--- config.mk ---
export PLATFORM = sky130hd
export DESIGN_NAME = accumulator_unit
export DESIGN_NICKNAME = d
export VERILOG_FILES = /design/src/rtl/accumulator_unit.sv
export SDC_FILE = /design/constraint.sdc
export NUM_CORES = 1
export LEC_CHECK = 0
export CAP_MARGIN = 20
export CORE_ASPECT_RATIO = 0.8
export CORE_MARGIN = 2
export CORE_UTILIZATION = 35
export DETAILED_ROUTE_END_ITERATION = 12
export SYNTH_ARGS = -nofsm -noshare
export SYNTH_HDL_FRONTEND = slang
export SYNTH_SLANG_ARGS = --single-unit
--- constraint.sdc ---
create_clock -name clk -period 4.2 [get_ports clk]
set_clock_uncertainty 0.05 [all_clocks]
set_input_delay 1.26 -clock clk [delete_from_list [all_inputs] [get_ports clk]]
set_output_delay 1.26 -clock clk [all_outputs]
set_load 0.1 [all_outputs]
--- src/rtl/accumulator_unit.sv ---
// Double-length accumulator (AH:AL) for the 8-bit CPU datapath: single-cycle ALU ops,
// shift/load modes and iterative one-bit-per-clock unsigned multiply/divide.
module accumulator_unit #(
   parameter int WIDTH = 8,
   parameter int STEPS = 8
) (
   input  logic             clk,
   input  logic             clr,
   input  logic [WIDTH-1:0] bus_in,
   input  logic [WIDTH-1:0] breg_in,
   input  logic             ah_inen,
   input  logic             ah_reset,
   input  logic             adds,
   input  logic             subs,
   input  logic             ands,
   input  logic             muls,
   input  logic             divs,
   input  logic [1:0]       hs,
   input  logic [1:0]       ls,
   input  logic             acc_oen,
   output logic [WIDTH-1:0] acc_out,
   output logic [WIDTH-1:0] ah_out,
   output logic             z_f,
   output logic             s_f,
   output logic             md_done
);

   logic [WIDTH-1:0] r_ah, r_al;
   logic [3:0]       r_cnt;
   logic             r_div_mode;
   logic             r_zf, r_sf, r_md_done;

   logic [WIDTH-1:0] w_ah_nxt, w_al_nxt, w_step_ah, w_step_al, w_alu_res;
   logic [3:0]       w_cnt_nxt, w_cnt_base;
   logic             w_div_mode_nxt, w_zf_nxt, w_sf_nxt, w_md_done_nxt;
   logic             w_md_step, w_do_div, w_last, w_alu_op;
   logic [WIDTH:0]   w_sum, w_t, w_d;

   function automatic logic [WIDTH-1:0] f_mode(input logic [1:0] mode,
                                                input logic [WIDTH-1:0] cur,
                                                input logic [WIDTH-1:0] load);
      case (mode)
         2'b00:   f_mode = cur;
         2'b01:   f_mode = {1'b0, cur[WIDTH-1:1]};
         2'b10:   f_mode = {cur[WIDTH-2:0], 1'b0};
         2'b11:   f_mode = load;
         default: f_mode = cur;
      endcase
   endfunction

   assign w_md_step = muls | divs;
   assign w_do_div  = divs & ~muls;
   assign w_alu_op  = adds | subs | ands;

   // One mul/div iteration; a change of operation mid-run restarts the count.
   always_comb begin
      w_cnt_base = r_cnt;
      w_sum      = {1'b0, r_ah};
      w_t        = {r_ah, r_al[WIDTH-1]};
      w_d        = w_t - {1'b0, breg_in};
      if ((r_cnt != 4'd0) && (w_do_div != r_div_mode)) begin
         w_cnt_base = 4'd0;
      end else begin
         w_cnt_base = r_cnt;
      end
      if (r_al[0]) begin
         w_sum = {1'b0, r_ah} + {1'b0, breg_in};
      end else begin
         w_sum = {1'b0, r_ah};
      end
      if (w_do_div) begin
         if (w_t >= {1'b0, breg_in}) begin
            w_step_ah = w_d[WIDTH-1:0];
            w_step_al = {r_al[WIDTH-2:0], 1'b1};
         end else begin
            w_step_ah = w_t[WIDTH-1:0];
            w_step_al = {r_al[WIDTH-2:0], 1'b0};
         end
      end else begin
         w_step_ah = w_sum[WIDTH:1];
         w_step_al = {w_sum[0], r_al[WIDTH-1:1]};
      end
      w_last = (w_cnt_base == 4'(STEPS - 1));
   end

   // ALU result: subs > adds > ands.
   always_comb begin
      if (subs) begin
         w_alu_res = r_ah - breg_in;
      end else if (adds) begin
         w_alu_res = r_ah + breg_in;
      end else if (ands) begin
         w_alu_res = r_ah & breg_in;
      end else begin
         w_alu_res = bus_in;
      end
   end

   // Next-state selection for AH, AL, step counter and flags.
   always_comb begin
      w_ah_nxt       = r_ah;
      w_al_nxt       = r_al;
      w_cnt_nxt      = 4'd0;
      w_div_mode_nxt = r_div_mode;
      w_zf_nxt       = r_zf;
      w_sf_nxt       = r_sf;
      w_md_done_nxt  = 1'b0;
      if (w_md_step) begin
         w_ah_nxt       = w_step_ah;
         w_al_nxt       = w_step_al;
         w_div_mode_nxt = w_do_div;
         if (w_last) begin
            w_cnt_nxt     = 4'd0;
            w_md_done_nxt = 1'b1;
            w_zf_nxt      = ({w_step_ah, w_step_al} == {(2*WIDTH){1'b0}});
            w_sf_nxt      = w_step_ah[WIDTH-1];
         end else begin
            w_cnt_nxt = w_cnt_base + 4'd1;
         end
      end else begin
         w_al_nxt = f_mode(ls, r_al, bus_in);
         if (ah_inen) begin
            w_ah_nxt = w_alu_res;
            if (w_alu_op && !ah_reset) begin
               w_zf_nxt = (w_alu_res == {WIDTH{1'b0}});
               w_sf_nxt = w_alu_res[WIDTH-1];
            end else begin
               w_zf_nxt = r_zf;
            end
         end else begin
            w_ah_nxt = f_mode(hs, r_ah, bus_in);
         end
      end
      if (ah_reset) begin
         w_ah_nxt = {WIDTH{1'b0}};
      end else begin
         w_ah_nxt = w_ah_nxt;
      end
   end

   // State register with synchronous active-low clear.
   always_ff @(posedge clk) begin
      if (!clr) begin
         r_ah       <= {WIDTH{1'b0}};
         r_al       <= {WIDTH{1'b0}};
         r_cnt      <= 4'd0;
         r_div_mode <= 1'b0;
         r_zf       <= 1'b0;
         r_sf       <= 1'b0;
         r_md_done  <= 1'b0;
      end else begin
         r_ah       <= w_ah_nxt;
         r_al       <= w_al_nxt;
         r_cnt      <= w_cnt_nxt;
         r_div_mode <= w_div_mode_nxt;
         r_zf       <= w_zf_nxt;
         r_sf       <= w_sf_nxt;
         r_md_done  <= w_md_done_nxt;
      end
   end

   assign acc_out = acc_oen ? r_al : {WIDTH{1'b0}};
   assign ah_out  = r_ah;
   assign z_f     = r_zf;
   assign s_f     = r_sf;
   assign md_done = r_md_done;

endmodule

==> metrics.csv, run 1 <==
stage,metric,value,unit
critical_path,CP Max Fanout,7,
finish,FF+latch area,480,um^2
finish,share of cells above drive strength 1,12.4,%
routing,ANT nets after route,0,
routing,1st-pass router iterations,5,
synth,synthesized area,3210,um^2
die,starting density of the core,35.7,%
grt,met3 usage,2.68,%
grt,vias in the first global route,2994,
synth,commonest cells in the netlist,"nor2_1, a21oi_1, inv_1, nand2_1",
power,sequential share of power,27.2,%
power,Combinational Power Share,44.2,%
power,Switch Pwr,0.000366,W
routing,total number of vias,3501,
min_path,HP Class,flip-flop to flip-flop,
sta,max_slew headroom,35.1,%
finish,Final nets,525,
synth,Synthesis Warnings,0,
critical_path,WP data required,4330,ps
finish,final non-filler cell area,4000,um^2
sta,Final Max Slew Viols,0,
place,input/output buffers,48,
critical_path,CP cell instances,"clkdlybuf4s50_1, inv_1, ha_1, nor2_1, a221oi_1, xnor2_1, a21oi_1, nor3_1, a2bb2oi_1, nand4_1, o31ai_2",
critical_path,max incr delay on CP,490,ps
routing,drt total wl,10700,um
clock_tree,CTS Buffer Depth,2,
clock_tree,CTS tree,done,
routing,via-per-instance ratio,6.02,
clock_tree,clk_lat worst skew,260,ps
synth,Cells after Synth,422,
die,Core Area,9000,um^2
clock_tree,CTS H-tree lvls,1,
grt,initial antenna violation count,0,
critical_path,"delay-heaviest family, CP",compound AO/OA/AOI/OAI gates,
finish,n_diodes,0,
critical_path,Critical Path Source Type,input pin,
grt,total track usage,20.5,%
power,Sw Share,37.7,%
routing,drc violations,0,
critical_path,Worst Path Buf+Inv,2,
status,outcome,"complete, no violations",
critical_path,r2r setup slk,1350,ps
die,I/O pin cnt,49,
sta,minimum clock period,3890,ps
synth,prevailing post-synth register cell,dfxtp_1,
routing,drt wl/cell,18.3,um
grt,GRT met1 Usage,32.1,%
clock_tree,Worst-path clk slew,70,ps
clock_tree,hold buffers post-CTS,0,
sta,Least-Margin Pin Slew,970,ps
grt,pin count of the biggest net entering global routing,26,
clock_tree,clk sinks,24,
clock_tree,cts bufs inserted,3,
die,Die H,89.6,um
synth,number of synthesized register bits,24,
synth,"FFs w/ async S/R, synth",0,%
clock_tree,post-CTS sizing,0,
power,Clk pwr share,28.6,%
place,Post-DP HPWL,8340,um
critical_path,Crit. End Element,flip-flop,
finish,# fillers,886,
power,Power Dens Cells,243,nW/um^2
routing,drt first-iter violations,405,
clock_tree,Post-CTS Setup Bufs,0,
die,die area,9950,um^2
synth,"top cells by area, synth","dfxtp_1, ha_1, mux2i_1, a21oi_1, nor2_1",
sta,fmax,257,MHz
die,# rows,31,
grt,grt ovf,0,
sta,Hold Fails Final Rpt,0,
place,Placed Area,3890,um^2
critical_path,Slowest cell on crit path,a221oi_1,
power,leak pwr,1.64,nW
finish,final core utilization,44.4,%
finish,Multi-input gate area,2490,um^2
power,total power,0.000971,W
grt,met2 usage,30.2,%
grt,Most Crowded Layer GR,met1,
synth,"count leader, synth",nor2_1,
sta,unrepaired setup endpoints after global routing,no,
sta,fin crit share,92.6,%
synth,sequential element share of the synthesized area,15.0,%
power,Pint,0.000605,W
sta,final count of negative-setup-slack endpoints,0,
synth,Mean Syn Cell Area,7.60,um^2
finish,Area growth syn-to-layout,24.5,%
clock_tree,root buffer cell,clkbuf_16,
synth,Post-synth EDFFs,0,
place,GP Congestion,1.01,
synth,post-synth top area share,15.0,%
synth,Synth area leader,dfxtp_1,
grt,first-pass GRT wire length,16400,um
sta,setup TNS,0,ps
synth,Cell variety after synth,76,
flow_run,max_cap viols,0,
die,Chip Width,111,um
power,peak supply drop,0.000166,V
critical_path,critical path class,input pin to flip-flop,
synth,Syn Nets,479,
critical_path,WP data arrival,4020,ps
-- per-layer routing --
metal / wire, um / vias up / share of wire [%]
met1: 5140 / 1619 / 48
li1: - / 1679 / -
met5: 0 / - / 0
met3: 940 / 19 / 8.8
met4: 121 / 0 / 1.1
met2: 4450 / 184 / 42
-- placed cells by master (no fill, tap or decap), drive strengths merged, types with 3 or more instances in the layout --
master,n
nand3,5
nor3,15
dfxtp,24
buf,32
nand2,27
mux2,6
and2,12
nor4,4
xnor2,9
clkbuf,3
nor3b,3
o221ai,3
nand4,3
inv,27
o211a,7
a311oi,4
mux2i,19
nand2b,5
a221oi,5
nor2,37
or2,3
o21ai,27
o21a,5
ha,24
fa,3
a2bb2oi,3
nor2b,9
a211oi,15
clkdlybuf4s50,33
o22a,6
o22ai,8
a21oi,33
o211ai,10
-- state kept, by name, summed over array words and instances, names as in the netlist --
signal,cells
md_done,1
r_cnt,4
r_al,8
s_f,1
z_f,1
r_div_mode,1
ah_out,8
-- area by class of cell --
class / instances / share of cell area (%)
inverters: 27 / 2.60
repair buffers: 65 / 16.8
multi-input cells: 347 / 62.4
clock buffers: 3 / 1.88
flip-flops and latches: 24 / 12.0
well taps: 115 / 3.60
clock inverters: 1 / 0.752
-- worst register-to-register path: cells and delay by family, from the launching register on --
kind / cells / cell delay [ps]
XOR/XNOR: 1 / 190
AND/OR/NAND/NOR: 3 / 500
AO/OA/AOI/OAI: 4 / 1100
adder cells (fa/ha/maj): 1 / 490
flip-flops: 1 / 440
-- logic make-up after synthesis --
logic type | after synthesis | share of synthesized area [%]
AO/OA/AOI/OAI | 151 | 34.1
XOR/XNOR | 11 | 3.00
adder cells (fa/ha/maj) | 27 | 11.2
buffers and inverters | 51 | 7.37
flip-flops | 24 | 15.0
multiplexers | 25 | 8.03
AND/OR/NAND/NOR | 133 | 21.3
-- per-stage QoR --
stage	hold slack, ps	std cells	setup slack, ps
global route	436	582	140
CTS	413	582	387
finish	407	582	309
floorplan	437	422	839
global placement	405	578	88.8
detailed placement	404	578	114
-- final timing paths --
path                                  from   to  cells past startpoint
worst max register to register   ah_out[2]  z_f                      9
worst min register to register         s_f  s_f                      2
worst max-delay path            breg_in[2]  z_f                     11
worst min-delay path                   s_f  s_f                      2
-- power by group through the flow --
stage	registers, W	clock network, W	logic [W]
final	0.000264	0.000278	0.000429
after global placement	0.000269	0	0.000419
after floorplan	0.000285	0	0.000268
after detailed placement	0.000269	0	0.000419
after CTS	0.000264	0.000280	0.000422
after global routing	0.000266	0.000291	0.000462
Note: power is estimated with default switching activity, not from simulation.
==> inputs of run 2 (changes only) <==
--- a/config.mk
+++ b/config.mk
@@ -5,6 +5,7 @@
 export SDC_FILE = /design/constraint.sdc
 export NUM_CORES = 1
 export LEC_CHECK = 0
+export ABC_AREA = 1
 export CAP_MARGIN = 20
 export CORE_ASPECT_RATIO = 0.8
 export CORE_MARGIN = 2
==> run 2 against run 1 <==
Wire length increased by 6.2%. Cell count increased by 21%. Register-to-register slack improved by 280 ps. Worst hold slack improved by 42 ps. Critical endpoint is now acc_out[0]. Area after synthesis increased by 1.2%. Sequential share of layout area increased by 0.18 points. Setup slack improved by 310 ps.
==> metrics.csv, run 2 <==
stage,metric,value,unit
power,sequential share of power,28.6,%
sta,setup TNS,0,ps
status,outcome,"complete, no violations",
min_path,HP Class,flip-flop to flip-flop,
grt,initial antenna violation count,0,
routing,drt total wl,11300,um
power,Power Dens Cells,234,nW/um^2
clock_tree,root buffer cell,clkbuf_16,
die,starting density of the core,35.9,%
clock_tree,Post-CTS Setup Bufs,0,
synth,synthesized area,3250,um^2
sta,worst hold margin,449,ps
synth,commonest cells in the netlist,"nand2_1, inv_1, nand3_1",
routing,drt first-iter violations,464,
place,placed cell count,702,
place,Post-DP HPWL,9240,um
power,Clk pwr share,25.4,%
sta,fin crit share,85.2,%
critical_path,Crit. End Element,output pin,
finish,n_diodes,0,
sta,minimum clock period,3580,ps
critical_path,CP cell instances,"clkdlybuf4s50_1, nand2_1, inv_1, buf_12",
finish,Area growth syn-to-layout,21.1,%
clock_tree,Worst-path clk slew,70,ps
critical_path,critical path class,input pin to output pin,
grt,grt ovf,0,
synth,"count leader, synth",nand2_1,
critical_path,WP data arrival,2270,ps
clock_tree,clk sinks,24,
sta,max_slew headroom,34.5,%
synth,post-synth top area share,17.7,%
finish,most frequent cells in the layout,"nand2_1, inv_1, nand3_1",
sta,fmax,279,MHz
power,Pint,0.000533,W
clock_tree,cts bufs inserted,3,
synth,Post-synth EDFFs,0,
finish,final core utilization,43.5,%
power,Switch Pwr,0.000390,W
place,GP Congestion,0.984,
clock_tree,post-CTS sizing,0,
die,# rows,31,
die,Core Area,9040,um^2
grt,total track usage,22.3,%
synth,sequential element share of the synthesized area,14.8,%
routing,ANT nets after route,0,
place,input/output buffers,48,
critical_path,CP Max Fanout,8,
synth,Mean Syn Cell Area,5.85,um^2
sta,Hold Fails Final Rpt,0,
synth,number of synthesized register bits,24,
routing,via-per-instance ratio,5.50,
clock_tree,CTS H-tree lvls,1,
power,Sw Share,42.3,%
critical_path,Worst Path Buf+Inv,3,
critical_path,Slowest cell on crit path,clkdlybuf4s50_1,
finish,Final nets,649,
critical_path,max incr delay on CP,620,ps
power,leak pwr,1.94,nW
critical_path,"delay-heaviest family, CP",buffers and inverters,
routing,drc violations,0,
synth,"FFs w/ async S/R, synth",0,%
clock_tree,hold buffers post-CTS,0,
synth,"top cells by area, synth","nand2_1, dfxtp_1, inv_1, ha_1, nand3_1",
power,Combinational Power Share,45.9,%
flow_run,max_cap viols,0,
power,peak supply drop,0.000166,V
routing,1st-pass router iterations,7,
grt,first-pass GRT wire length,18300,um
clock_tree,CTS tree,done,
synth,Cell variety after synth,46,
sta,Final Max Slew Viols,0,
synth,Synthesis Warnings,0,
die,Die H,90.2,um
grt,pin count of the biggest net entering global routing,28,
finish,Final Non-Filler Cells,706,
sta,Least-Margin Pin Slew,979,ps
routing,drt wl/cell,16.0,um
finish,share of cells above drive strength 1,7.28,%
grt,vias in the first global route,3545,
clock_tree,clk_lat worst skew,260,ps
finish,"commonest non-fill, non-tap cell in the layout",nand2_1,
synth,Cells after Synth,555,
sta,unrepaired setup endpoints after global routing,no,
synth,Synth area leader,nand2_1,
power,total power,0.000922,W
routing,total number of vias,3885,
die,die area,10100,um^2
synth,prevailing post-synth register cell,dfxtp_1,
critical_path,WP data required,2890,ps
sta,final count of negative-setup-slack endpoints,0,
clock_tree,CTS Buffer Depth,2,
die,Chip Width,112,um
die,I/O pin cnt,49,
synth,Syn Nets,612,
critical_path,Critical Path Source Type,input pin,
-- run 2: cell types whose count changed after synthesis, sizes merged, moves of 10 or more --
cell,delta
mux2i,-19
nor3,-10
nand2,+131
and2,-12
inv,+61
a211oi,-14
nand3,+56
-- run 2: per-stage QoR --
stage / instance area (um^2) / worst slack [ps]
after floorplan: 3250 / 753
after global placement: 3850 / 391
after detailed placement: 3850 / 425
after CTS: 3940 / 611
after global routing: 3940 / 437
final: 3940 / 621
-- run 2: final timing paths --
check / from / end / slack (ps) / depth (start not counted)
setup / recovery: acc_oen / acc_out[0] / 620 / 4
hold / removal: r_al[3] / r_al[3] / 450 / 2
setup reg to reg: ah_out[0] / z_f / 1630 / 14
hold reg to reg: r_al[3] / r_al[3] / 450 / 2
-- run 2: layout make-up --
cell class / instances / area (um^2)
fillers: 966 / 5100
multi-input cells: 427 / 2350
repair buffers: 48 / 546
flip-flops and latches: 24 / 480
inverters: 88 / 330
well taps: 115 / 144
clock buffers: 4 / 88.8
-- run 2: cells by family after synthesis --
family	after synthesis	synth area share, %
flip-flops	24	14.8
AO/OA/AOI/OAI	112	21.6
AND/OR/NAND/NOR	284	38.4
XOR/XNOR	4	1.08
buffers and inverters	104	13.0
adder cells (fa/ha/maj)	27	11.1
-- run 2: worst register-to-register path: cells and delay by family, from the launching register on --
kind / cells / cell delay, ps
simple gates: 7 / 840
fa+ha+maj: 2 / 620
flops: 1 / 370
compound gates: 3 / 350
buf+inv: 2 / 260
-- run 2: routing by layer --
metal	global-route usage, %	routed length, um	vias up
met5	0	0	-
met2	31.5	4640	187
met1	34.3	5400	1769
met3	5.73	1170	9
met4	3.29	106	0
li1	-	-	1920
-- run 2: power groups by stage --
stage,Sequential (W),Combinational (W),Clock (W)
after global placement,0.000269,0.000413,0
after CTS,0.000264,0.000415,0.000234
after global routing,0.000267,0.000463,0.000248
final,0.000264,0.000424,0.000235
after detailed placement,0.000269,0.000414,0
after floorplan,0.000289,0.000264,0
==> inputs of run 3 (changes only) <==
--- a/config.mk
+++ b/config.mk
@@ -7,7 +7,7 @@
 export LEC_CHECK = 0
 export ABC_AREA = 1
 export CAP_MARGIN = 20
-export CORE_ASPECT_RATIO = 0.8
+export CORE_ASPECT_RATIO = 0.7
 export CORE_MARGIN = 2
 export CORE_UTILIZATION = 35
 export DETAILED_ROUTE_END_ITERATION = 12
==> constraint.sdc (replaced) <==
create_clock -name clk -period 3.9 [get_ports clk]
set_clock_uncertainty 0.05 [all_clocks]
set_input_delay 1.17 -clock clk [delete_from_list [all_inputs] [get_ports clk]]
set_output_delay 1.17 -clock clk [all_outputs]
set_load 0.1 [all_outputs]
==> run 3 against run 2 <==
Register-to-register slack got worse by 300 ps. Core utilization up 0.16 points. Flip-flop and latch count stayed put. Critical path type is now input pin to flip-flop. Critical path depth is 10 higher.
==> metrics.csv, run 3 (same netlist as run 2, synthesis figures left out) <==
stage,metric,value,unit
grt,grt ovf,0,
grt,pin count of the biggest net entering global routing,28,
grt,first-pass GRT wire length,18100,um
clock_tree,root buffer cell,clkbuf_16,
routing,via-per-instance ratio,5.43,
die,die area,10100,um^2
clock_tree,post-CTS sizing,0,
routing,1st-pass router iterations,5,
min_path,HP Class,flip-flop to flip-flop,
sta,minimum clock period,3450,ps
flow_run,max_cap viols,0,
clock_tree,CTS Buffer Depth,2,
place,placed cell count,713,
finish,"commonest non-fill, non-tap cell in the layout",nand2_1,
routing,drt total wl,11200,um
critical_path,WP data arrival,3540,ps
place,Post-DP HPWL,9130,um
grt,total track usage,22.5,%
finish,Final Non-Filler Cells,717,
critical_path,critical path class,input pin to flip-flop,
grt,vias in the first global route,3464,
routing,drc violations,0,
finish,Area growth syn-to-layout,21.6,%
finish,Multi-input gate area,2350,um^2
power,peak supply drop,0.000200,V
critical_path,"delay-heaviest family, CP",simple AND/OR/NAND/NOR gates,
critical_path,CP Max Fanout,15,
power,leak pwr,1.96,nW
finish,share of cells above drive strength 1,8.43,%
routing,ANT nets after route,0,
place,input/output buffers,48,
critical_path,Crit. End Element,flip-flop,
sta,fin crit share,88.5,%
critical_path,Slowest cell on crit path,clkdlybuf4s50_1,
finish,most frequent cells in the layout,"nand2_1, inv_1, nand3_1",
grt,initial antenna violation count,0,
clock_tree,hold buffers post-CTS,0,
critical_path,WP data required,3990,ps
sta,Final Max Slew Viols,0,
finish,Final nets,651,
clock_tree,cts bufs inserted,3,
finish,final core utilization,43.7,%
routing,drt wl/cell,15.6,um
die,I/O pin cnt,49,
die,Chip Width,119,um
clock_tree,CTS tree,done,
sta,max_slew headroom,59.1,%
die,Core Area,9030,um^2
clock_tree,clk sinks,24,
routing,total number of vias,3890,
critical_path,Worst Path Buf+Inv,4,
critical_path,max incr delay on CP,560,ps
finish,# fillers,961,
routing,drt first-iter violations,403,
die,# rows,29,
clock_tree,clk_lat worst skew,260,ps
critical_path,Critical Path Source Type,input pin,
status,outcome,"complete, no violations",
power,total power,0.000990,W
sta,unrepaired setup endpoints after global routing,no,
finish,n_diodes,0,
finish,FF+latch area,480,um^2
sta,Least-Margin Pin Slew,612,ps
die,Die H,84.6,um
sta,Hold Fails Final Rpt,0,
sta,final count of negative-setup-slack endpoints,0,
sta,fmax,290,MHz
clock_tree,CTS H-tree lvls,1,
place,GP Congestion,0.992,
critical_path,CP cell instances,"clkdlybuf4s50_1, inv_2, nand2_4, xor2_1, a41oi_1, nor2_1, ha_1, inv_1, nor3_1, nand2_1, nand2_1, inv_1, a21oi_1, a21oi_1",
sta,setup TNS,0,ps
clock_tree,Worst-path clk slew,60,ps
power,Power Dens Cells,251,nW/um^2
clock_tree,Post-CTS Setup Bufs,0,
die,starting density of the core,36.0,%
[run 3: changes by cell type in the layout (fill, tap and decap cells not counted)]
cell	before	now
buf_4	6	13
clkdlybuf4s50_1	34	29
[run 3: routing by layer]
metal | vias to the layer above | wire, um | global-route usage [%]
met3 | 6 | 1290 | 4.14
li1 | 1921 | - | -
met5 | - | 0 | 0
met2 | 217 | 4240 | 30.0
met4 | 0 | 51 | 1.62
met1 | 1746 | 5580 | 37.4
[run 3: power breakdown]
group          internal [W]  switching (W)
combinational      0.000159       0.000299
clock              0.000157      0.0000908
sequential         0.000260      0.0000254
total              0.000575       0.000415
[run 3: through the flow]
stage	worst slack [ps]	cell area (um^2)	hold WS (ps)
detailed placement	188	3860	439
finish	449	3950	448
global placement	180	3860	440
global route	252	3950	478
CTS	467	3950	449
floorplan	633	3250	416
[run 3: layout make-up]
type / count / area share [%]
clock buffer: 4 / 2.25
multi-input combinational: 427 / 59.4
sequential: 24 / 12.2
timing repair buffer: 50 / 13.9
inverter: 88 / 8.37
tap: 124 / 3.93
[run 3: path summary, 6_finish.rpt]
kind	from	end	slack, ps	depth (start not counted)
max	muls	s_f	450	14
min	r_al[3]	r_al[3]	450	2
max reg2reg	ah_out[0]	z_f	1330	14
min reg2reg	r_al[3]	r_al[3]	450	2
[run 3: tightest hold or removal path: stages (launching register included)]
cell and delay [ps]:
dfxtp_1 330, nand2_1 70, a21oi_1 50
